`src/rtl/cordic_rotator_if.sv`:
```
// Operand and result handshake bundle for cordic_rotator.
// The slave modport is the engine side; the master modport is the sequencer side.
interface cordic_rotator_if #(
  parameter int WIDTH = 16
);
  logic                    in_valid_i;
  logic                    in_ready_o;
  logic signed [WIDTH-1:0] x_i;
  logic signed [WIDTH-1:0] y_i;
  logic signed [15:0]      z_i;
  logic                    out_valid_o;
  logic                    out_ready_i;
  logic signed [WIDTH+1:0] x_o;
  logic signed [WIDTH+1:0] y_o;
  logic signed [15:0]      z_o;
  logic                    busy_o;

  modport slave (
    input  in_valid_i, x_i, y_i, z_i, out_ready_i,
    output in_ready_o, out_valid_o, x_o, y_o, z_o, busy_o
  );

  modport master (
    output in_valid_i, x_i, y_i, z_i, out_ready_i,
    input  in_ready_o, out_valid_o, x_o, y_o, z_o, busy_o
  );
endinterface

```
`src/rtl/cordic_rotator.sv`:
```
// Iterative rotation-mode CORDIC, one micro-rotation per clock; CORDIC_GAIN_COMP_EN adds a 1/K scaling state.
// Result valid ITER edges after accept (+1 with gain stage); result held in DONE while out_ready_i is low, no input overlap.
module cordic_rotator #(
  parameter int WIDTH = 16,
  parameter int ITER  = 14
) (
  input logic              clk_i,
  input logic              rst_ni,
  cordic_rotator_if.slave  bus
);

  localparam int VW = WIDTH + 2;
  localparam logic [3:0] LAST = 4'(ITER - 1);

`ifdef CORDIC_GAIN_COMP_EN
  typedef enum logic [1:0] {IDLE = 2'd0, ROT = 2'd1, GAIN = 2'd2, DONE = 2'd3} state_e;
  localparam logic signed [17:0] GAIN_K = 18'sd39797;
  logic signed [VW+17:0] x_prod, y_prod;
`else
  typedef enum logic [1:0] {IDLE = 2'd0, ROT = 2'd1, DONE = 2'd3} state_e;
`endif

  state_e               state_q, state_d;
  logic [3:0]           cnt_q, cnt_d;
  logic signed [VW-1:0] x_q, x_d, y_q, y_d;
  logic signed [15:0]   z_q, z_d;
  logic signed [VW-1:0] x_ext, y_ext, x_sh, y_sh;
  logic [15:0]          atan_c;

  assign x_ext = {{2{bus.x_i[WIDTH-1]}}, bus.x_i};
  assign y_ext = {{2{bus.y_i[WIDTH-1]}}, bus.y_i};
  assign x_sh  = x_q >>> cnt_q;
  assign y_sh  = y_q >>> cnt_q;

`ifdef CORDIC_GAIN_COMP_EN
  assign x_prod = (VW+18)'(x_q) * (VW+18)'(GAIN_K);
  assign y_prod = (VW+18)'(y_q) * (VW+18)'(GAIN_K);
`endif

  // round(atan(2^-i) * 32768 / pi)
  always_comb begin
    case (cnt_q)
      4'd0:    atan_c = 16'd8192;
      4'd1:    atan_c = 16'd4836;
      4'd2:    atan_c = 16'd2555;
      4'd3:    atan_c = 16'd1297;
      4'd4:    atan_c = 16'd651;
      4'd5:    atan_c = 16'd326;
      4'd6:    atan_c = 16'd163;
      4'd7:    atan_c = 16'd81;
      4'd8:    atan_c = 16'd41;
      4'd9:    atan_c = 16'd20;
      4'd10:   atan_c = 16'd10;
      4'd11:   atan_c = 16'd5;
      4'd12:   atan_c = 16'd3;
      4'd13:   atan_c = 16'd1;
      4'd14:   atan_c = 16'd1;
      default: atan_c = 16'd0;
    endcase
  end

  always_comb begin
    state_d = state_q;
    cnt_d   = cnt_q;
    x_d     = x_q;
    y_d     = y_q;
    z_d     = z_q;
    case (state_q)
      IDLE: begin
        if (bus.in_valid_i) begin
          cnt_d   = 4'd0;
          state_d = ROT;
          // Quadrant fold by +/-90 deg keeps the angle inside the convergence range.
          if (bus.z_i >= 16'sd16384) begin
            x_d = -y_ext;
            y_d = x_ext;
            z_d = bus.z_i - 16'sd16384;
          end else if (bus.z_i < -16'sd16384) begin
            x_d = y_ext;
            y_d = -x_ext;
            z_d = bus.z_i + 16'sd16384;
          end else begin
            x_d = x_ext;
            y_d = y_ext;
            z_d = bus.z_i;
          end
        end
      end
      ROT: begin
        cnt_d = cnt_q + 4'd1;
        if (!z_q[15]) begin
          x_d = x_q - y_sh;
          y_d = y_q + x_sh;
          z_d = z_q - $signed(atan_c);
        end else begin
          x_d = x_q + y_sh;
          y_d = y_q - x_sh;
          z_d = z_q + $signed(atan_c);
        end
        if (cnt_q == LAST) begin
`ifdef CORDIC_GAIN_COMP_EN
          state_d = GAIN;
`else
          state_d = DONE;
`endif
        end
      end
`ifdef CORDIC_GAIN_COMP_EN
      GAIN: begin
        x_d     = VW'(x_prod >>> 16);
        y_d     = VW'(y_prod >>> 16);
        state_d = DONE;
      end
`endif
      DONE: begin
        if (bus.out_ready_i) state_d = IDLE;
      end
      default: state_d = IDLE;
    endcase
  end

  always_ff @(posedge clk_i or negedge rst_ni) begin
    if (!rst_ni) begin
      state_q <= IDLE;
      cnt_q   <= 4'd0;
      x_q     <= '0;
      y_q     <= '0;
      z_q     <= '0;
    end else begin
      state_q <= state_d;
      cnt_q   <= cnt_d;
      x_q     <= x_d;
      y_q     <= y_d;
      z_q     <= z_d;
    end
  end

  assign bus.in_ready_o  = (state_q == IDLE) && rst_ni;
  assign bus.out_valid_o = (state_q == DONE);
  assign bus.x_o         = x_q;
  assign bus.y_o         = y_q;
  assign bus.z_o         = z_q;
`ifdef CORDIC_GAIN_COMP_EN
  assign bus.busy_o      = (state_q == ROT) || (state_q == GAIN);
`else
  assign bus.busy_o      = (state_q == ROT);
`endif

endmodule

```
`src/flat_wrapper.sv`:
```
// flat-port wrapper written by rule: the top's interface ports become plain ports
module cordic_rotator_flat 
#(
  parameter int WIDTH = 16,
  parameter int ITER  = 14
)
  (clk_i, rst_ni, bus_in_valid_i, bus_x_i, bus_y_i, bus_z_i, bus_out_ready_i, bus_in_ready_o, bus_out_valid_o, bus_x_o, bus_y_o, bus_z_o, bus_busy_o);
  cordic_rotator_if #(.WIDTH(WIDTH)) bus_i ();
  input logic clk_i;
  input logic rst_ni;
  input wire logic [$bits(bus_i.in_valid_i)-1:0] bus_in_valid_i;
  input wire logic [$bits(bus_i.x_i)-1:0] bus_x_i;
  input wire logic [$bits(bus_i.y_i)-1:0] bus_y_i;
  input wire logic [$bits(bus_i.z_i)-1:0] bus_z_i;
  input wire logic [$bits(bus_i.out_ready_i)-1:0] bus_out_ready_i;
  output wire logic [$bits(bus_i.in_ready_o)-1:0] bus_in_ready_o;
  output wire logic [$bits(bus_i.out_valid_o)-1:0] bus_out_valid_o;
  output wire logic [$bits(bus_i.x_o)-1:0] bus_x_o;
  output wire logic [$bits(bus_i.y_o)-1:0] bus_y_o;
  output wire logic [$bits(bus_i.z_o)-1:0] bus_z_o;
  output wire logic [$bits(bus_i.busy_o)-1:0] bus_busy_o;
  assign bus_i.in_valid_i = bus_in_valid_i;
  assign bus_i.x_i = bus_x_i;
  assign bus_i.y_i = bus_y_i;
  assign bus_i.z_i = bus_z_i;
  assign bus_i.out_ready_i = bus_out_ready_i;
  assign bus_in_ready_o = bus_i.in_ready_o;
  assign bus_out_valid_o = bus_i.out_valid_o;
  assign bus_x_o = bus_i.x_o;
  assign bus_y_o = bus_i.y_o;
  assign bus_z_o = bus_i.z_o;
  assign bus_busy_o = bus_i.busy_o;
  cordic_rotator #(.WIDTH(WIDTH), .ITER(ITER)) u_core (.clk_i(clk_i), .rst_ni(rst_ni), .bus(bus_i));
endmodule
```
`config.mk`:
```
export PLATFORM = sky130hd
export DESIGN_NAME = cordic_rotator_flat
export DESIGN_NICKNAME = d
export VERILOG_FILES = /design/src/rtl/cordic_rotator_if.sv /design/src/rtl/cordic_rotator.sv /design/src/flat_wrapper.sv
export SDC_FILE = /design/constraint.sdc
export NUM_CORES = 1
export LEC_CHECK = 0
export BUFFER_PORTS_ARGS = -buffer_cell sky130_fd_sc_hd__buf_4
export CORE_MARGIN = 2
export CORE_UTILIZATION = 45
export CTS_CLUSTER_SIZE = 30
export DETAILED_ROUTE_END_ITERATION = 16
export SYNTH_ARGS = -nofsm -noshare
export SYNTH_HDL_FRONTEND = slang
export SYNTH_SLANG_ARGS = --single-unit
```
`constraint.sdc`:
```
create_clock -name clk_i -period 7.2 [get_ports clk_i]
set_input_delay 0.72 -clock clk_i [delete_from_list [all_inputs] [get_ports clk_i]]
set_output_delay 0.72 -clock clk_i [all_outputs]
set_load 0.02 [all_outputs]
```
==> metrics.md, run 1 <==
| Metric | Value |
|---|---|
| Status | `finished, final reports clean` |
| Post-Syn Instances | `around 1200` |
| CP max FO | `39` |
| Share of post-route cells with drive strength above 1 | `15.84%` |
| Synth top area share | `15.46%` |
| Final TNS setup | `0 ps` |
| First-pass GRT wire length | `slightly below 50 mm` |
| CP Cell Sequence | `buf_4 -> mux4_2 -> mux2i_1 -> nand2_1 -> a211oi_2 -> a31o_2 -> xor2_1 -> ha_1 -> a2111oi_0 -> o21ai_0 -> a221oi_1 -> o21a_1 -> o21ai_0 -> and4_1 -> a21oi_1 -> o221ai_1` |
| H-tree depth | `3` |
| Root Driver | `clkbuf_16` |
| CP bufs+invs | `1` |
| Most common library cells after synthesis | `113 x nand2_1, 113 x nor2_1, 108 x a21oi_1` |
| Core Box Area | `0.02036 mm^2` |
| Std-Cell Rows | `52` |
| FF-to-FF setup slack | `1700 ps` |
| Initial Utilization | `46.10%` |
| Max incr delay on CP | `980 ps` |
| Layout Utilization | `51.36%` |
| Vias in the first global route | `8675` |
| Max_cap viols | `0` |
| DRT iter0 DRCs | `954` |
| Nets | `1345` |
| Total Routing Usage GR | `between 20 and 30%` |
| Final GP Congestion | `0.9312` |
| Total number of vias | `approximately 9300` |
| Slowest CP cell | `dfrtp_2` |
| Layout filler cell count | `1983` |
| Hold Buf Count CTS | `0` |
| WL per Instance | `21.06 um` |
| TritonCTS clock tree | `built` |
| Avg Cell Area, Syn | `8.017 um^2` |
| Final ANT Viol Nets | `0` |
| Synth area leaders | `dfrtp_1 15%, ha_1 8.5%, mux4_1 6.2%` |
| RSZ-0062 raised after global routing | `false` |
| Ports | `107` |
| Finished Cell Area | `around 0.010 mm^2` |
| Sink Count | `58` |
| Total Die Area | `approximately 0.022 mm^2` |
| Final worst-path cycle share | `76.41%` |
| Clk slew on worst S/H paths | `60 ps` |
| Setup bufs post-CTS | `0` |
| FF+latch area | `0.001454 mm^2` |
| Worst-margin pin slew | `slightly above 900 ps` |
| Yosys Warn Count | `0` |
| Later-pin clock latency in the skew report | `roughly 350 ps` |
| Cts bufs inserted | `9` |
| Seq/Total Area, Yosys | `15.46%` |
| Antenna violations before repair | `0` |
| Worst path arrival time | `about 5700 ps` |
| Die Span X | `between 100 and 150 um` |
| Max Fclk | `about 0.18 GHz` |
| Unique masters post-synth | `79` |
| Worst Skew | `~9.2 ps` |
| Buffers on Ports | `106` |
| R2R cell count | `16` |
| Cell area after synthesis | `0.009388 mm^2` |
| Slew headroom | `a little under two fifths` |
| Max Slew Vio Count | `0` |
| CP Data Required Time | `7400 ps` |
| Area grow syn2layout | `11.41%` |
| Yosys top cell by area | `dfrtp_1` |
| Crit end category | `register` |
| Placed inst area | `0.01011 mm^2` |
| Post-synth top flop | `dfrtp_1` |
| Maximum clock path buffer count | `2` |
| Critical path type | `register to register` |
| Post-synth EDFFs | `0` |
| Post-DP HPWL | `23.60 mm` |
| Crit path launch type | `register` |
| Endpoints failing setup | `0` |
| Reg2reg end | `u_core.bus.y_o[16]` |
| Mapped Nets | `1290` |
| CTS resizes | `0` |
| Crit-path most repeated cell | `o21ai_0` |
| Via/cell ratio | `6.191` |
| Die span in y | `148.4 um` |
| Asr flop ratio synth | `100.0%` |
| Largest net degree at the start of global routing | `69` |
| Hold_ws | `454.3 ps` |
| Inserted Diodes | `0` |
| Fin crit period | `5502 ps` |
| Multi-input gate area | `0.007259 mm^2` |
| Post-Route WL | `31.60 mm` |
| Worst hold path class | `primary input to async pin` |
| Total grt overflow | `0` |
| TritonRoute pass-1 iters | `9` |
| Number of synthesized register bits | `58` |
| Largest delay share family, worst path | `compound AO/OA/AOI/OAI gates` |
| Fin. Hold Viols | `0` |
| Worst r2r src | `u_core.cnt_q[0]` |
| Drc violations | `0` |
-- registers in the layout, indices dropped and copies added (netlist names) --
register and count:
u_core.bus.x_o 18, u_core.bus.y_o 18, u_core.bus.z_o 16, u_core.cnt_q 4, u_core.state_q 2
-- through the flow --
| stage | std cells | setup WS (ps) |
|---|---|---|
| floorplan | 1171 | 2620 |
| detailed placement | 1485 | 1795 |
| global route | 1501 | 1171 |
| CTS | 1501 | 1777 |
| global placement | 1485 | 1889 |
| finish | 1501 | 1698 |
-- layer usage --
metal	track usage, %	vias up	wire length, um
met4	6.381	0	449
met5	0	-	0
li1	-	4484	-
met2	44.51	334	14280
met1	42.00	4446	14470
met3	4.816	29	2410
-- worst max-delay path by stage --
stage,startpoint,endpoint,slack (ps),cells after the start
2_1_floorplan,u_core.cnt_q[0],u_core.bus.y_o[16],2620,19
3_3_place_gp,u_core.cnt_q[0],u_core.bus.y_o[16],1890,17
3_5_place_dp,u_core.cnt_q[0],u_core.bus.y_o[16],1790,16
4_1_cts,u_core.cnt_q[0],u_core.bus.y_o[16],1780,16
5_1_grt,u_core.cnt_q[0],u_core.bus.y_o[16],1170,16
6_report,u_core.cnt_q[0],u_core.bus.y_o[16],1700,16
-- cells by family (layout without fill, tap and decap cells) --
group,Yosys count,count (layout),synth area share (%)
AO/OA/AOI/OAI,381,381,25.99
AND/OR/NAND/NOR,363,363,17.91
buffers and inverters,117,177,7.411
XOR/XNOR,97,97,9.196
multiplexers,88,88,14.86
adder cells (fa/ha/maj),67,67,9.170
flip-flops,58,58,15.46
-- layout by cell type (no fill, tap or decap), types with 7 or more instances in the layout --
| cell type | netlist | final |
|---|---|---|
| nand2_1 | 113 | 113 |
| o211ai_1 | 7 | 7 |
| mux4_1 | 22 | 22 |
| buf_4 | 1 | 122 |
| o22a_1 | 15 | 15 |
| ha_1 | 64 | 62 |
| nor4_1 | 7 | 7 |
| nor3_1 | 28 | 28 |
| nand2b_1 | 17 | 17 |
| o221ai_1 | 12 | 12 |
| mux2i_1 | 40 | 40 |
| or3_1 | 11 | 11 |
| o21ai_0 | 71 | 70 |
| a31oi_1 | 42 | 42 |
| mux2_2 | 15 | 15 |
| nor2_1 | 113 | 112 |
| xor2_1 | 41 | 41 |
| nor2b_1 | 19 | 19 |
| clkbuf_16 | 0 | 9 |
| a21oi_1 | 108 | 108 |
| inv_1 | 35 | 35 |
| o22ai_1 | 39 | 39 |
| dfrtp_1 | 58 | 56 |
| a21o_1 | 14 | 14 |
| a211oi_1 | 21 | 21 |
| mux4_2 | 11 | 11 |
| xnor2_1 | 55 | 55 |
| nand3_1 | 17 | 17 |
-- area by class of cell --
type,count,area share [%]
clock buffer,12,2.357
clock inverter,4,0.9451
inverter,39,1.400
multi-input combinational,996,69.41
sequential,58,13.90
tap,270,3.230
timing repair buffer,122,8.757
Power of run 1 is not shown: default switching activity piles up to over one toggle a cycle in this logic, so the estimate is an artifact.
==> inputs of run 2 (changes only) <==
Clock period 7.2 ns to 5.2 ns, I/O delays scaled along.
==> run 2 against run 1 <==
Clock-buffer cell count shrank 1. Utilization up 1.2 points. Largest cell class unchanged. Sequential share of layout area is 0.29 points lower. Non-clock buffer count grew 30. First-iteration DRC count decreased by 5.1%. Fmax increased by 12%. Final area up 2.3%. Via count is 1.9% higher. Worst setup slack worse by 1400 ps. Global-route usage grew 1.5 points.
==> metrics.md, run 2 (synthesized netlist as in run 1, its figures left out) <==
| Metric | Value |
|---|---|
| Max_cap viols | `0 (unchanged)` |
| Max Fclk | `0.2037 GHz (+12%)` |
| Largest delay share family, worst path | `compound AO/OA/AOI/OAI gates` |
| Crit end category | `register` |
| Total Die Area | `0.02203 mm^2 (unchanged)` |
| Multi-input gate area | `0.007274 mm^2 (+0.21%)` |
| Largest net degree at the start of global routing | `69 (unchanged)` |
| Core Box Area | `0.02036 mm^2 (unchanged)` |
| Metal3 WL | `2.401 mm (-0.37%)` |
| Worst path arrival time | `5100 ps (-600 ps)` |
| Critical path type | `register to register` |
| FF+latch area | `0.001456 mm^2 (+0.17%)` |
| Top Metal Used | `met5` |
| H-tree depth | `3 (unchanged)` |
| Endpoints failing setup | `0 (unchanged)` |
| First-pass GRT wire length | `51.42 mm (+4.2%)` |
| Buffers on Ports | `106 (unchanged)` |
| CP bufs+invs | `0 (-1)` |
| Placed cells | `1515 (+2.0%)` |
| Worst setup margin | `290.1 ps (-1408 ps)` |
| Total grt overflow | `0 (unchanged)` |
| Post-route insts no fill | `1530 (+1.9%)` |
| Hold Buf Count CTS | `0 (unchanged)` |
| Worst Skew | `6.012 ps (-3.174 ps)` |
| Die span in y | `148.4 um (unchanged)` |
| Crit path launch type | `register` |
| Share of post-route cells with drive strength above 1 | `18.17% (+2.3 points)` |
| Worst-margin pin slew | `1126 ps (+197.6 ps)` |
| DRT met1 WL | `15.42 mm (+6.6%)` |
| Later-pin clock latency in the skew report | `350 ps (about the same)` |
| Fin. Hold Viols | `0 (unchanged)` |
| Final ANT Viol Nets | `0 (unchanged)` |
| WL per Instance | `21.68 um (+3.0%)` |
| CP Data Required Time | `5390 ps (-2010 ps)` |
| Slowest CP cell | `mux4_1` |
| Slew headroom | `24.96% (-13 points)` |
| Final worst-path cycle share | `94.42% (+18 points)` |
| Dpl ws | `256.3 ps (-1538 ps)` |
| Antenna violations before repair | `2 (+2)` |
| Commonest non-fill, non-tap cells in the layout | `151 x buf_4, 113 x nand2_1, 112 x nor2_1` |
| Post-DP HPWL | `25.20 mm (+6.8%)` |
| Area grow syn2layout | `14.02%` |
| TritonCTS clock tree | `built` |
| Std-Cell Rows | `52 (unchanged)` |
| Layout filler cell count | `1981 (-0.10%)` |
| CP Cell Sequence | `mux4_1 -> mux2i_1 -> nand2_1 -> o21ai_0 -> ha_1 -> mux2_2 -> fa_1 -> a21o_1 -> a21oi_1 -> o21bai_1 -> a31o_2 -> o41a_1 -> a31o_2 -> a21oi_1 -> mux2i_1 -> a21oi_1` |
| CP max FO | `12 (-69%)` |
| DRT iter0 DRCs | `905 (-5.1%)` |
| Ports | `107 (unchanged)` |
| Nets | `1375 (+2.2%)` |
| Maximum clock path buffer count | `2 (unchanged)` |
| Final TNS setup | `0 ps (unchanged)` |
| Inserted Diodes | `0 (unchanged)` |
| Crit-path most repeated cell | `a21oi_1` |
| Final GP Congestion | `0.9905 (+6.4%)` |
| Fin crit period | `4910 ps (-591.8 ps)` |
| Total met2 wirelength after detailed routing | `14.72 mm (+3.1%)` |
| Drc violations | `0 (unchanged)` |
| Initial Utilization | `46.10% (unchanged)` |
| Max incr delay on CP | `650 ps (-330 ps)` |
| Sink Count | `58 (unchanged)` |
| Via/cell ratio | `6.192 (about the same)` |
| Total Routing Usage GR | `30.25% (+1.5 points)` |
| Vias in the first global route | `8786 (+1.3%)` |
| Total number of vias | `9474 (+1.9%)` |
| Root Driver | `clkbuf_16` |
| Most common cell after layout, fill and taps aside | `buf_4` |
| Status | `finished, final reports clean` |
| Cts bufs inserted | `9 (unchanged)` |
| TritonRoute pass-1 iters | `7 (-2)` |
| Die Span X | `148.4 um (unchanged)` |
| Post-Route WL | `33.17 mm (+5.0%)` |
| Hold_ws | `240.2 ps (-214.1 ps)` |
| Worst hold path class | `primary input to async pin` |
| Clk slew on worst S/H paths | `60 ps (about the same)` |
| Max Slew Vio Count | `0 (unchanged)` |
| RSZ-0062 raised after global routing | `false` |
-- run 2: layer usage --
layer | vias up | track usage, %
met5 | - | 0
met4 | 2 | 6.952
met3 | 36 | 5.583
met2 | 383 | 46.44
met1 | 4496 | 44.23
li1 | 4557 | -
-- run 2: cell type report --
cell class / instances / area share, %
well taps: 270 / 3.156
multi-input cells: 996 / 67.96
inverters: 39 / 1.368
flip-flops and latches: 58 / 13.61
clock inverters: 4 / 0.7013
clock buffers: 11 / 2.361
repair buffers: 152 / 10.85
-- run 2: what timing repair did --
action | in CTS | in global routing
resized for setup | 0 | 6
buffers inserted | 0 | 0
endpoints found under the hold margin | 0 | 0
setup endpoints to repair | 0 | 8
-- run 2: path summary, 6_finish.rpt --
check | startpoint | end | slack, ps | cells past startpoint
setup / recovery | u_core.cnt_q[0] | u_core.bus.x_o[16] | 290 | 16
hold / removal | rst_ni | u_core.bus.y_o[1] | 240 | 1
setup reg to reg | u_core.cnt_q[0] | u_core.bus.x_o[16] | 290 | 16
hold reg to reg | u_core.bus.z_o[4] | u_core.bus.z_o[4] | 540 | 2
max in group asynchronous | rst_ni | u_core.cnt_q[2] | 4340 | 1
min in group clk_i | bus_out_ready_i | u_core.state_q[0] | 370 | 2
-- run 2: worst register-to-register path, cell delays in order, from the launching register on --
cell,delay (ps)
dfrtp_4,560
mux4_1,650
mux2i_1,390
nand2_1,90
o21ai_0,110
ha_1,270
mux2_2,290
fa_1,450
a21o_1,200
a21oi_1,240
o21bai_1,140
a31o_2,260
o41a_1,350
a31o_2,280
a21oi_1,180
mux2i_1,210
a21oi_1,80
-- run 2: per-stage QoR --
step           area (um^2)  util (%)
4_1_cts              10680     52.44
3_3_place_gp         10350     50.83
2_1_floorplan         9388         -
3_5_place_dp         10350     50.83
5_1_grt              10700     52.56
6_report             10700     52.56
Power of run 2 is left out for the same reason.
